`src/rtl/dma_host.sv`:
```
// dma_host: single-channel word-copy DMA engine with a register config port and a host initiator port.
// Define DMA_IRQ_EN to enable the IRQ_EN control bit and the level interrupt on dma_intr_o.
module dma_host #(
  parameter int unsigned DataWidth    = 32,
  parameter int unsigned AddressWidth = 32
) (
  input  logic                    clk_i,
  input  logic                    rst_ni,
  input  logic                    dma_req_i,
  input  logic                    dma_we_i,
  input  logic [3:0]              dma_be_i,
  input  logic [31:0]             dma_addr_i,
  input  logic [DataWidth-1:0]    dma_wdata_i,
  output logic                    dma_rvalid_o,
  output logic [DataWidth-1:0]    dma_rdata_o,
  output logic                    dma_err_o,
  output logic                    host_req_o,
  output logic                    host_we_o,
  output logic [3:0]              host_be_o,
  output logic [AddressWidth-1:0] host_addr_o,
  output logic [DataWidth-1:0]    host_wdata_o,
  input  logic                    host_gnt_i,
  input  logic                    host_rvalid_i,
  input  logic                    host_err_i,
  input  logic [DataWidth-1:0]    host_rdata_i,
  output logic                    dma_intr_o
);

  typedef enum logic [2:0] {IDLE, RD_REQ, RD_WAIT, WR_REQ, WR_WAIT} state_e;

  state_e                  r_state;
  logic [AddressWidth-1:0] r_src, r_dst, r_wsrc, r_wdst;
  logic [15:0]             r_len, r_cnt;
  logic                    r_done, r_err;
  logic                    r_rvalid, r_cerr;
  logic [DataWidth-1:0]    r_rdata;
  logic                    r_host_req, r_host_we;
  logic [3:0]              r_host_be;
  logic [AddressWidth-1:0] r_host_addr;
  logic [DataWidth-1:0]    r_buf;

  logic [7:0]           w_off;
  logic                 w_busy, w_hit, w_lock, w_cfg_err, w_wr, w_start, w_irq_en;
  logic [DataWidth-1:0] w_rd;
  logic                 w_unused;

  assign w_off    = dma_addr_i[7:0];
  assign w_busy   = (r_state != IDLE);
  assign w_unused = ^{dma_be_i, dma_addr_i[31:8]};

`ifdef DMA_IRQ_EN
  logic r_irq_en;
  assign w_irq_en   = r_irq_en;
  assign dma_intr_o = r_done & r_irq_en;
`else
  assign w_irq_en   = 1'b0;
  assign dma_intr_o = 1'b0;
`endif

  // SRC/DST/LEN are locked against writes while a transfer runs; reads stay allowed.
  always_comb begin
    w_rd   = '0;
    w_hit  = 1'b1;
    w_lock = 1'b0;
    case (w_off)
      8'h00: begin w_rd = DataWidth'(r_src); w_lock = w_busy; end
      8'h04: begin w_rd = DataWidth'(r_dst); w_lock = w_busy; end
      8'h08: begin w_rd = DataWidth'(r_len); w_lock = w_busy; end
      8'h0C: w_rd = DataWidth'({w_irq_en, 1'b0});
      8'h10: w_rd = DataWidth'({r_err, r_done, w_busy});
      default: w_hit = 1'b0;
    endcase
  end

  assign w_cfg_err = !w_hit || (dma_we_i && w_lock);
  assign w_wr      = dma_req_i && dma_we_i && !w_cfg_err;
  assign w_start   = w_wr && (w_off == 8'h0C) && dma_wdata_i[0];

  always_ff @(posedge clk_i or negedge rst_ni) begin
    if (!rst_ni) begin
      r_rvalid <= 1'b0;
      r_cerr   <= 1'b0;
      r_rdata  <= '0;
    end else begin
      r_rvalid <= dma_req_i;
      r_cerr   <= dma_req_i && w_cfg_err;
      r_rdata  <= (dma_req_i && !dma_we_i && !w_cfg_err) ? w_rd : '0;
    end
  end

  always_ff @(posedge clk_i or negedge rst_ni) begin
    if (!rst_ni) begin
      r_src <= '0;
      r_dst <= '0;
      r_len <= '0;
`ifdef DMA_IRQ_EN
      r_irq_en <= 1'b0;
`endif
    end else if (w_wr) begin
      case (w_off)
        8'h00: r_src <= AddressWidth'({dma_wdata_i[DataWidth-1:2], 2'b00});
        8'h04: r_dst <= AddressWidth'({dma_wdata_i[DataWidth-1:2], 2'b00});
        8'h08: r_len <= dma_wdata_i[15:0];
`ifdef DMA_IRQ_EN
        8'h0C: r_irq_en <= dma_wdata_i[1];
`endif
        default: ;
      endcase
    end
  end

  // STATUS W1C is applied before the engine update so a completion in the same cycle is not lost.
  always_ff @(posedge clk_i or negedge rst_ni) begin
    if (!rst_ni) begin
      r_state     <= IDLE;
      r_wsrc      <= '0;
      r_wdst      <= '0;
      r_cnt       <= '0;
      r_done      <= 1'b0;
      r_err       <= 1'b0;
      r_host_req  <= 1'b0;
      r_host_we   <= 1'b0;
      r_host_be   <= '0;
      r_host_addr <= '0;
      r_buf       <= '0;
    end else begin
      if (w_wr && (w_off == 8'h10)) begin
        if (dma_wdata_i[1]) r_done <= 1'b0;
        if (dma_wdata_i[2]) r_err  <= 1'b0;
      end
      case (r_state)
        IDLE: begin
          if (w_start) begin
            r_err <= 1'b0;
            if (r_len == '0) begin
              r_done <= 1'b1;
            end else begin
              r_done      <= 1'b0;
              r_wsrc      <= r_src;
              r_wdst      <= r_dst;
              r_cnt       <= r_len;
              r_host_req  <= 1'b1;
              r_host_we   <= 1'b0;
              r_host_be   <= '1;
              r_host_addr <= r_src;
              r_state     <= RD_REQ;
            end
          end
        end
        RD_REQ: begin
          if (host_gnt_i) begin
            r_host_req <= 1'b0;
            r_host_be  <= '0;
            r_state    <= RD_WAIT;
          end
        end
        RD_WAIT: begin
          if (host_rvalid_i) begin
            if (host_err_i) begin
              r_err   <= 1'b1;
              r_done  <= 1'b0;
              r_state <= IDLE;
            end else begin
              r_buf       <= host_rdata_i;
              r_host_req  <= 1'b1;
              r_host_we   <= 1'b1;
              r_host_be   <= '1;
              r_host_addr <= r_wdst;
              r_state     <= WR_REQ;
            end
          end
        end
        WR_REQ: begin
          if (host_gnt_i) begin
            r_host_req <= 1'b0;
            r_host_we  <= 1'b0;
            r_host_be  <= '0;
            r_state    <= WR_WAIT;
          end
        end
        WR_WAIT: begin
          if (host_rvalid_i) begin
            if (host_err_i) begin
              r_err   <= 1'b1;
              r_done  <= 1'b0;
              r_state <= IDLE;
            end else begin
              r_wsrc <= r_wsrc + AddressWidth'(4);
              r_wdst <= r_wdst + AddressWidth'(4);
              r_cnt  <= r_cnt - 16'd1;
              if (r_cnt == 16'd1) begin
                r_done  <= 1'b1;
                r_state <= IDLE;
              end else begin
                r_host_req  <= 1'b1;
                r_host_we   <= 1'b0;
                r_host_be   <= '1;
                r_host_addr <= r_wsrc + AddressWidth'(4);
                r_state     <= RD_REQ;
              end
            end
          end
        end
        default: r_state <= IDLE;
      endcase
    end
  end

  assign dma_rvalid_o = r_rvalid;
  assign dma_rdata_o  = r_rdata;
  assign dma_err_o    = r_cerr;
  assign host_req_o   = r_host_req;
  assign host_we_o    = r_host_we;
  assign host_be_o    = r_host_be;
  assign host_addr_o  = r_host_addr;
  assign host_wdata_o = r_buf;

endmodule

```
`config.mk`:
```
export PLATFORM = sky130hd
export DESIGN_NAME = dma_host
export DESIGN_NICKNAME = d
export VERILOG_FILES = /design/src/rtl/dma_host.sv
export SDC_FILE = /design/constraint.sdc
export NUM_CORES = 1
export LEC_CHECK = 0
export CORE_ASPECT_RATIO = 0.9
export CORE_UTILIZATION = 50
export CTS_CLUSTER_SIZE = 28
export DETAILED_ROUTE_END_ITERATION = 10
export PLACE_DENSITY = 0.76
export SYNTH_ARGS = -nofsm -noshare
export SYNTH_HDL_FRONTEND = slang
export SYNTH_SLANG_ARGS = --single-unit
```
`constraint.sdc`:
```
create_clock -name clk_i -period 3.45 [get_ports clk_i]
set_clock_uncertainty 0.2 [all_clocks]
set_input_delay 0.69 -clock clk_i [delete_from_list [all_inputs] [get_ports clk_i]]
set_output_delay 0.69 -clock clk_i [all_outputs]
set_load 0.01 [all_outputs]
```
Word-level counts from Yosys, hierarchy flattened

Index checks and enable logic that the tools add are counted.

Mux-type cells: 75
Bitwise gates (word level): 1
Eq/ne operators: 19
Add/subtract/negate cells: 3
Reductions and logical operators: 34

Operators by type and width:

| operator                                                                | count |
|---|---|
| 32-bit two-way mux                                                      | 14 |
| 32-bit case mux with 2 select lines                                     | 2 |
| 32-bit case mux with 4 select lines                                     | 1 |
| 32-bit case mux with 3 select lines                                     | 1 |
| 32-bit by 3-bit adder with 32-bit output (second input constant)        | 2 |
| 16-bit two-way mux                                                      | 4 |
| 4-bit two-way mux                                                       | 8 |
| 16-bit case mux with 2 select lines                                     | 1 |
| 1-bit two-way mux                                                       | 31 |
| 3-bit two-way mux                                                       | 6 |
| 2-bit != test (second input constant)                                   | 9 |
| 9-bit AND reduction                                                     | 2 |
| 16-bit by 1-bit equality test with 1-bit output (second input constant) | 1 |
| 8-bit by 4-bit equality test with 1-bit output (second input constant)  | 2 |
| 16-bit logical NOT                                                      | 1 |
| 4-bit case mux with 4 select lines                                      | 1 |
| 16-bit by 1-bit subtractor with 16-bit output (second input constant)   | 1 |
| 3-bit case mux with 5 select lines                                      | 1 |
| 1-bit logical AND                                                       | 9 |
| 8-bit by 3-bit equality test with 1-bit output (second input constant)  | 1 |
| 8-bit by 5-bit equality test with 1-bit output (second input constant)  | 1 |
| 8-bit logical NOT                                                       | 1 |
| 1-bit case mux with 4 select lines                                      | 2 |
| 8-bit AND reduction                                                     | 1 |
| other kinds (21)                                                        | 29 |

Input bits: 107
Logic and storage cells: 149
Output and inout bits: 105
Flip-flop bits (word level): 265

Depth between registers and ports, before layout

Gate-level depths: netlist (run 1).

Depth after elaboration: 13
Depth in mapped cells: 9
Depth with buffers taken out: 7

Worst setup path before layout (run 1)

OpenSTA, ideal clock, no wires.

Path type: input port to flip-flop
From: input dma_addr_i[7]
To: register r_buf[10], in the netlist host_wdata_o[10]
Path buffers: 2
Library setup time: 0.125 ns
Required time: 3.125 ns
Data arrival time: 2.888 ns
Slack: 0.237 ns
Stages on the path: 7
Path through: or4_1 -> buf_2 -> nor4_4 -> o221ai_2 -> a211oi_4 -> buf_6 -> mux2_2

RTL lines:

| what                   | line | text |
|---|---|---|
| start: declaration     | 12   | `input logic [31:0] dma_addr_i,` |
| end signal: assignment | 164  | `r_buf <= host_rdata_i;` |
| end: declaration       | 40   | `logic [DataWidth-1:0] r_buf;` |

Final worst setup path (run 1)

From: input dma_addr_i[7]
To: register r_src[24]

Word-level cells in the longest chain between the ends: 8
Elaborated cells between the ends (all ways): 15
Those cells by class: 4 x eq/ne; 2 x mux; 9 x reduce/logical

RTL lines:

| what                                                                         | line | text |
|---|---|---|
| 8-bit by 4-bit equality test with 1-bit output, or another cell as far along | 65   | `case (w_off)` |
| 5-bit OR reduction (no line) or 3-bit OR reduction (tied branches)           | -    |  |
| 1-bit two-way mux                                                            | 65   |  |
| 1-bit logical NOT or 1-bit logical AND (tied branches)                       | 75   | `assign w_cfg_err = !w_hit \|\| (dma_we_i && w_lock);` |
| 1-bit logical OR                                                             | 75   |  |
| 1-bit logical NOT                                                            | 76   | `assign w_wr = dma_req_i && dma_we_i && !w_cfg_err;` |
| 1-bit logical AND                                                            | 76   |  |
| 2-bit AND reduction (no line) (*)                                            | -    |  |
| end signal: assignment                                                       | 101  | `8'h00: r_src <= AddressWidth'({dma_wdata_i[DataWidth-1:2], 2'b00});` |
| end: declaration                                                             | 32   | `logic [AddressWidth-1:0] r_src, r_dst, r_wsrc, r_wdst;` |

Every way passes the cells marked *; elsewhere a longest branch is shown, timed or not.
A chain may end at the register's enable or synchronous reset.

==> metrics.md, run 1 <==
| Metric | Value |
|---|---|
| Status | complete, but fails checks |
| Failing checks | hold timing |
| DRC | 0 |
| Final-report hold violation count | 18 |
| Die width | 171 um |
| Routed len/inst | 21.1 um |
| Die height | 154 um |
| Clock Tree Root | clkbuf_16 |
| Top FF cell, synth | dfrtp_1 |
| Clock latency at the later pin of the worst-skew pair | between 0.5 and 0.6 ns |
| Power per Cell Area | 675 mW/mm^2 |
| Post-route ant nets | 0 |
| Critical Path AT | between 3 and 4 ns |
| Clock sinks | 256 |
| Crit. End Element | register |
| Setup-failing EPs final | 0 |
| Layout cell share with drive strength beyond 1 | between 15 and 20% |
| Cells on worst reg2reg path | 7 |
| Reg2Reg Setup Slack | 0.60 ns |
| Final Max Slew Viols | 0 |
| Worst reg2reg endpoint | host_wdata_o[17] |
| Fmax | 333 MHz |
| Placer Congestion | a little over 0.9 |
| Finished Layout Cells | 1782 |
| CP Max Fanout | 30 |
| Nets | 1531 |
| RSZ-0062 raised after global routing | false |
| Overall Power | around 0.011 W |
| Mapped Cells | 1260 |
| Worst R2R Start | r_state[2] |
| CP endpoint | r_src[24] |
| Maxcap violations | 0 |
| Maximum root-to-sink buffer count | 3 |
| Resized Gates After CTS | 0 |
| DP Wirelength | 25300 um |
| Grt total ovfl | 0 |
| Net Count, Synth | 1371 |
| I/O pin cnt | 212 |
| # diodes | 0 |
| Hold Slack | -0.0260 ns |
| Seq cells post-synth | 256 |
| YS warnings | 0 |
| CTS tree | done |
| Critical Path Source | dma_addr_i[7] |
| Initial antenna violation count | 0 |
| Tmin final | 3.00 ns |
| Leakage | 6.76 nW |
| Vias in the first global route | 10900 |
| Placed cells | 1732 |
| Number of synthesized flops with an enable pin | 0 |
| Post-synth cell types | 69 |
| Port Buffers | 182 |
| Area Growth Syn to Fin | 27.3% |
| Synth top area share | 50.0% |
| Final period util | 87.0% |
| Sequential area share after synthesis | between 50% and 60% |
| Crit Path Class | input pin to register |
| Post-Route WL | 37500 um |
| Maximum vdd ir drop | 0.471 mV |
| Setup bufs post-CTS | 0 |
| Initial DRC count | 1245 |
| CP required | 3.67 ns |
| Core box area | 0.0251 sq mm |
| HP Class | input pin to asynchronous set/reset pin |
| Top cells by area, synth | dfrtp_1 (50%), mux2_2 (9.9%), a21oi_1 (4.2%) |
| CP Launch Type | input pin |
| Slew Limit Headroom | 40.5% |
| Rows | 55 |
| Largest net degree at the start of global routing | 142 |
| Worst-path clk slew | 0.06 ns |
| Actual slew at the worst max-slew pin | 0.884 ns |
| Async set-reset flop share out of synthesis | 100% |
| Die ar. | 0.0262 sq mm |
| Initial Utilization | 51.0% |
| Setup_tns | 0 ns |
| Area of the mapped netlist | 0.0128 sq mm |
| Syn Area/Cell | 10.2 sq um |
| GRT Total Usage | 28.8% |
| Area leader, netlist | dfrtp_1 |
| Total CTS buffers | 28 |
| Vias/cell | 6.35 |
| Cts hold-fix bufs | 0 |
| Vias | 11300 |
| First-pass GRT wire length | just under 60000 um |
| Drt first pass iters | 6 |
| H-tree levels | 1 |
final cells by class:
cell class	count	area, sq um
inverters	14	52.6
clock inverters	16	255
repair buffers	232	2430
well taps	342	428
multi-input cells	888	5960
fillers	1989	8830
clock buffers	34	764
flip-flops and latches	256	6410
power by group:
group          switching, W  leakage (nW)  internal [W]
clock               0.00127         0.499       0.00203
sequential         0.000563          3.40       0.00360
combinational       0.00175          2.86       0.00179
how the worst min path moves through the flow:
| stage | startpoint | endpoint | slack (ns) | cells past startpoint |
|---|---|---|---|---|
| 6_report | rst_ni | dma_rdata_o[25] | -0.03 | 1 |
| 5_1_grt | rst_ni | dma_rdata_o[24] | 0.04 | 1 |
| 4_1_cts | rst_ni | dma_rdata_o[24] | 0.006 | 1 |
| 3_5_place_dp | host_wdata_o[9] | host_wdata_o[9] | 0.28 | 1 |
| 3_3_place_gp | host_wdata_o[9] | host_wdata_o[9] | 0.27 | 1 |
| 2_1_floorplan | rst_ni | dma_err_o | 0.19 | 0 |
flip-flops by register name, summed over array words and instances, names as in the netlist:
name and cells:
r_cnt 16, dma_err_o 1, r_dst 30, r_wdst 30
r_state 3, host_we_o 1, dma_rdata_o 32, r_src 30
host_addr_o 31, dma_rvalid_o 1, r_len 16, r_wsrc 30
r_err 1, r_done 1, host_wdata_o 32, host_be_o 1
worst max-delay path, stage by stage:
cell and delay, ns:
clkdlybuf4s50_1 0.42, or4_1 0.61, buf_4 0.20, a311oi_1 0.20, nor2_1 0.16, nor3b_2 0.29, buf_12 0.27, mux2_2 0.37
stage by stage:
step,instance area (sq um),utilization (%),setup slack [ns]
2_1_floorplan,12800,-,0.237
3_3_place_gp,15300,60.8,-0.0559
3_5_place_dp,15300,60.8,-0.0972
4_1_cts,16300,64.9,0.439
5_1_grt,16300,64.9,0.358
6_report,16300,64.9,0.447
synth_stat cells, types with 12 or more instances:
master,count
a22oi_1,29
a2bb2oi_1,20
nand3_1,33
nor4_1,21
nor3_1,21
nand2_1,94
clkbuf_1,78
inv_1,14
o22ai_1,25
and3_1,23
o21ai_0,76
nand4_1,25
a31oi_1,18
nor2_1,92
a21oi_1,107
a222oi_1,24
mux2_2,113
and4_1,12
dfrtp_1,256
cell usage in the layout, fill, tap and decap left out, drive strengths merged, types with 22 or more instances in the layout:
cell / count
clkdlybuf4s50: 181
a22oi: 29
o22ai: 25
a21oi: 107
a222oi: 24
mux2: 114
nand3: 33
nor4: 22
buf: 51
o21ai: 76
nor2: 93
clkbuf: 34
nand4: 25
nand2: 94
and3: 23
dfrtp: 256
logic make-up after synthesis:
kind of cell,count (synthesis),share of synthesized area [%]
compound gates,384,20.0
simple gates,369,14.5
flops,256,50.0
mux,119,10.4
buf+inv,116,3.85
xor+xnor,11,0.753
fa+ha+maj,4,0.391
other cells,1,0.0293
metal layers:
layer / vias up / GRT usage, % / share of wire (%)
met4: 0 / 10.6 / 3.7
met2: 574 / 43.7 / 44
met3: 86 / 5.84 / 9.6
met1: 5579 / 40.8 / 42
li1: 5082 / - / -
met5: - / 0 / 0
(Power assumes the default switching activity.)
==> inputs of run 2 (changes only) <==
Settings changed: GPL_ROUTABILITY_DRIVEN from default to 0.
Clock period 3.45 ns to 2.9 ns, I/O delays scaled along.
==> run 2 against run 1 <==
  * Largest cell class unchanged
  * Clock power grew 17%
  * Non-clock buffer count grew 31
  * Total power is 19% higher
  * Global-route usage decreased by 0.33 points
  * Flip-flop and latch count unchanged
  * Worst hold slack improved by 0.33 ns
  * Critical path type unchanged
  * The run now ends clean
  * Critical path depth is 1 lower
  * Setup slack lost 0.27 ns
==> metrics.md, run 2 (synthesized netlist as in run 1, its figures left out) <==
| Metric | Value |
|---|---|
| Critical Path, Cell by Cell | clkdlybuf4s50_1, or4_4, a311oi_1, nor2_1, nor3b_2, buf_12, mux2_2 |
| Power per Cell Area | 790 mW/mm^2 (+17%) |
| Most common cell after layout, fill and taps aside | dfrtp_1 |
| Fmax | 368 MHz |
| Rows | 55 (unchanged) |
| Total CTS buffers | 28 (unchanged) |
| Die height | 154 um (unchanged) |
| CTS tree | done |
| Maxcap violations | 0 (unchanged) |
| Crit Path Class | input pin to register |
| Tmin final | 2.72 ns |
| Routed len/inst | 20.2 um (-4.3%) |
| HP Class | register to register |
| Initial Utilization | 51.0% (unchanged) |
| Critical Path AT | 2.94 ns (-0.28 ns) |
| DRC | 0 (unchanged) |
| Final-report hold violation count | 0 (-18) |
| Worst Hold Depth | 1 |
| Initial antenna violation count | 1 (+1) |
| Vias in the first global route | 10900 (-0.18%) |
| Vias | 11400 (+0.34%) |
| Clock latency at the later pin of the worst-skew pair | 0.54 ns (about the same) |
| Comb power frac | 33.1% (+0.9 points) |
| Commonest cells after routing, fill and taps aside | dfrtp_1 (256), clkdlybuf4s50_1 (181), mux2_2 (113) |
| Leakage | 6.93 nW (+2.5%) |
| WP buf/inv | 2 (-1) |
| Final period util | a little over nine tenths |
| Clock sinks | 256 (unchanged) |
| Int Pwr | 0.00885 W (+19%) |
| Vias/cell | 6.25 (-1.5%) |
| CP Launch Type | input pin |
| Largest net degree at the start of global routing | 142 (unchanged) |
| Dpl ws | -0.356 ns (-0.259 ns) |
| DP Wirelength | 24900 um (-1.6%) |
| Maximum root-to-sink buffer count | 3 (unchanged) |
| Die width | 171 um (unchanged) |
| RSZ-0062 raised after global routing | false |
| Setup-failing EPs final | 0 (unchanged) |
| Post-Route WL | 36600 um (-2.5%) |
| Worst Setup Slack, final | 0.180 ns (-0.268 ns) |
| GRT Total Usage | 28.5% (-0.33 points) |
| Final Max Slew Viols | 0 (unchanged) |
| CP Max Fanout | 30 (unchanged) |
| Slowest cell delay on critical path | 0.60 ns (about the same) |
| Layout cell share with drive strength beyond 1 | 17.9% (+1.8 points) |
| Final Core Density | 65.8% (+0.96 points) |
| Initial DRC count | 1190 (-4.4%) |
| Nets | 1562 (+2.0%) |
| Flop pwr share | 37.4% (-0.4 points) |
| Port Buffers | 182 (unchanged) |
| Switching pwr | 0.00421 W (+18%) |
| Placed inst area | 0.0155 sq mm (+1.5%) |
| Die ar. | 0.0262 sq mm (unchanged) |
| Post-route ant nets | 0 (unchanged) |
| Core box area | 0.0251 sq mm (unchanged) |
| Status | finished, final reports clean |
| Sw frac | 32.2% (-0.32 points) |
| Drt first pass iters | 6 (unchanged) |
| Overall Power | 0.0131 W (+19%) |
| Critical-path cell with the highest stage delay | or4_4 |
| Crit. End Element | register |
| I/O pin cnt | 212 (unchanged) |
| Clock Tree Root | clkbuf_16 |
| H-tree levels | 1 (unchanged) |
| First-pass GRT wire length | 59400 um (-0.38%) |
| Design area | 0.0165 sq mm (+1.5%) |
| Slew Limit Headroom | 41.0% (+0.48 points) |
| Area Growth Syn to Fin | 29.1% |
| CP top delay family | simple AND/OR/NAND/NOR gates |
| Worst path depth | 7 (-1) |
| Grt total ovfl | 0 (unchanged) |
| Cells on worst reg2reg path | 7 (unchanged) |
| Worst-path clk slew | 0.06 ns (about the same) |
| Actual slew at the worst max-slew pin | 0.885 ns (+0.00103 ns) |
| Maximum vdd ir drop | 0.548 mV (+16%) |
| CP required | 3.11 ns (-0.56 ns) |
| Clk pwr share | 29.5% (-0.5 points) |
==> run 2: worst reg2reg max path, cell delays in order (launching register included) <==
cell and delay (ns):
dfrtp_1 0.43, or3_1 0.41, or4_1 0.53, o31ai_2 0.43, nor2_2 0.09, buf_12 0.15, buf_12 0.15, a41oi_1 0.22
==> run 2: repair_timing <==
item | CTS | global route
setup buffers | 0 | 0
hold buffers | 1 | 0
gates resized for setup | 0 | 0
endpoints found under the hold margin | 60 | 0
==> run 2: routing by layer <==
| layer | global-route usage [%] | share of wire (%) | vias to the layer above |
|---|---|---|---|
| met1 | 41.5 | 43 | 5587 |
| met5 | 0 | 0 | - |
| met4 | 8.75 | 2.8 | 0 |
| met2 | 43.0 | 45 | 542 |
| met3 | 5.35 | 9.1 | 76 |
| li1 | - | - | 5154 |
==> run 2: area by class of cell <==
class / count / area, sq um
Fill cell: 1956 / 8590
Timing Repair Buffer: 263 / 2650
Sequential cell: 256 / 6410
Clock buffer: 38 / 810
Multi-Input combinational cell: 888 / 5980
Antenna cell: 1 / 2.50
Tap cell: 342 / 428
Inverter: 14 / 52.6
Clock inverter: 14 / 205
==> run 2: through the flow <==
stage	TNS, ns	hold WS (ns)	std cells
after floorplan	0	0.0844	1260
after global placement	-52.30	0.266	1762
after detailed placement	-58.35	0.291	1762
after CTS	0	0.306	1815
after global routing	0	0.312	1815
final	0	0.299	1816
==> run 2: power by group through the flow <==
stage	Combinational, W	Clock, W	Sequential, W
finish	0.00432	0.00385	0.00489
CTS	0.00430	0.00391	0.00488
detailed placement	0.00427	0	0.00493
global route	0.00464	0.00404	0.00498
floorplan	0.00211	0	0.00498
global placement	0.00418	0	0.00491
==> run 2: worst paths after layout <==
| path | slack, ns | from | endpoint |
|---|---|---|---|
| max | 0.18 | dma_addr_i[7] | r_src[25] |
| min | 0.30 | host_wdata_o[9] | host_wdata_o[9] |
| max reg2reg | 0.19 | r_cnt[12] | host_addr_o[30] |
| min reg2reg | 0.30 | host_wdata_o[9] | host_wdata_o[9] |
| max in group asynchronous | 1.39 | rst_ni | r_wsrc[7] |
| min in group asynchronous | 0.40 | rst_ni | dma_rdata_o[27] |
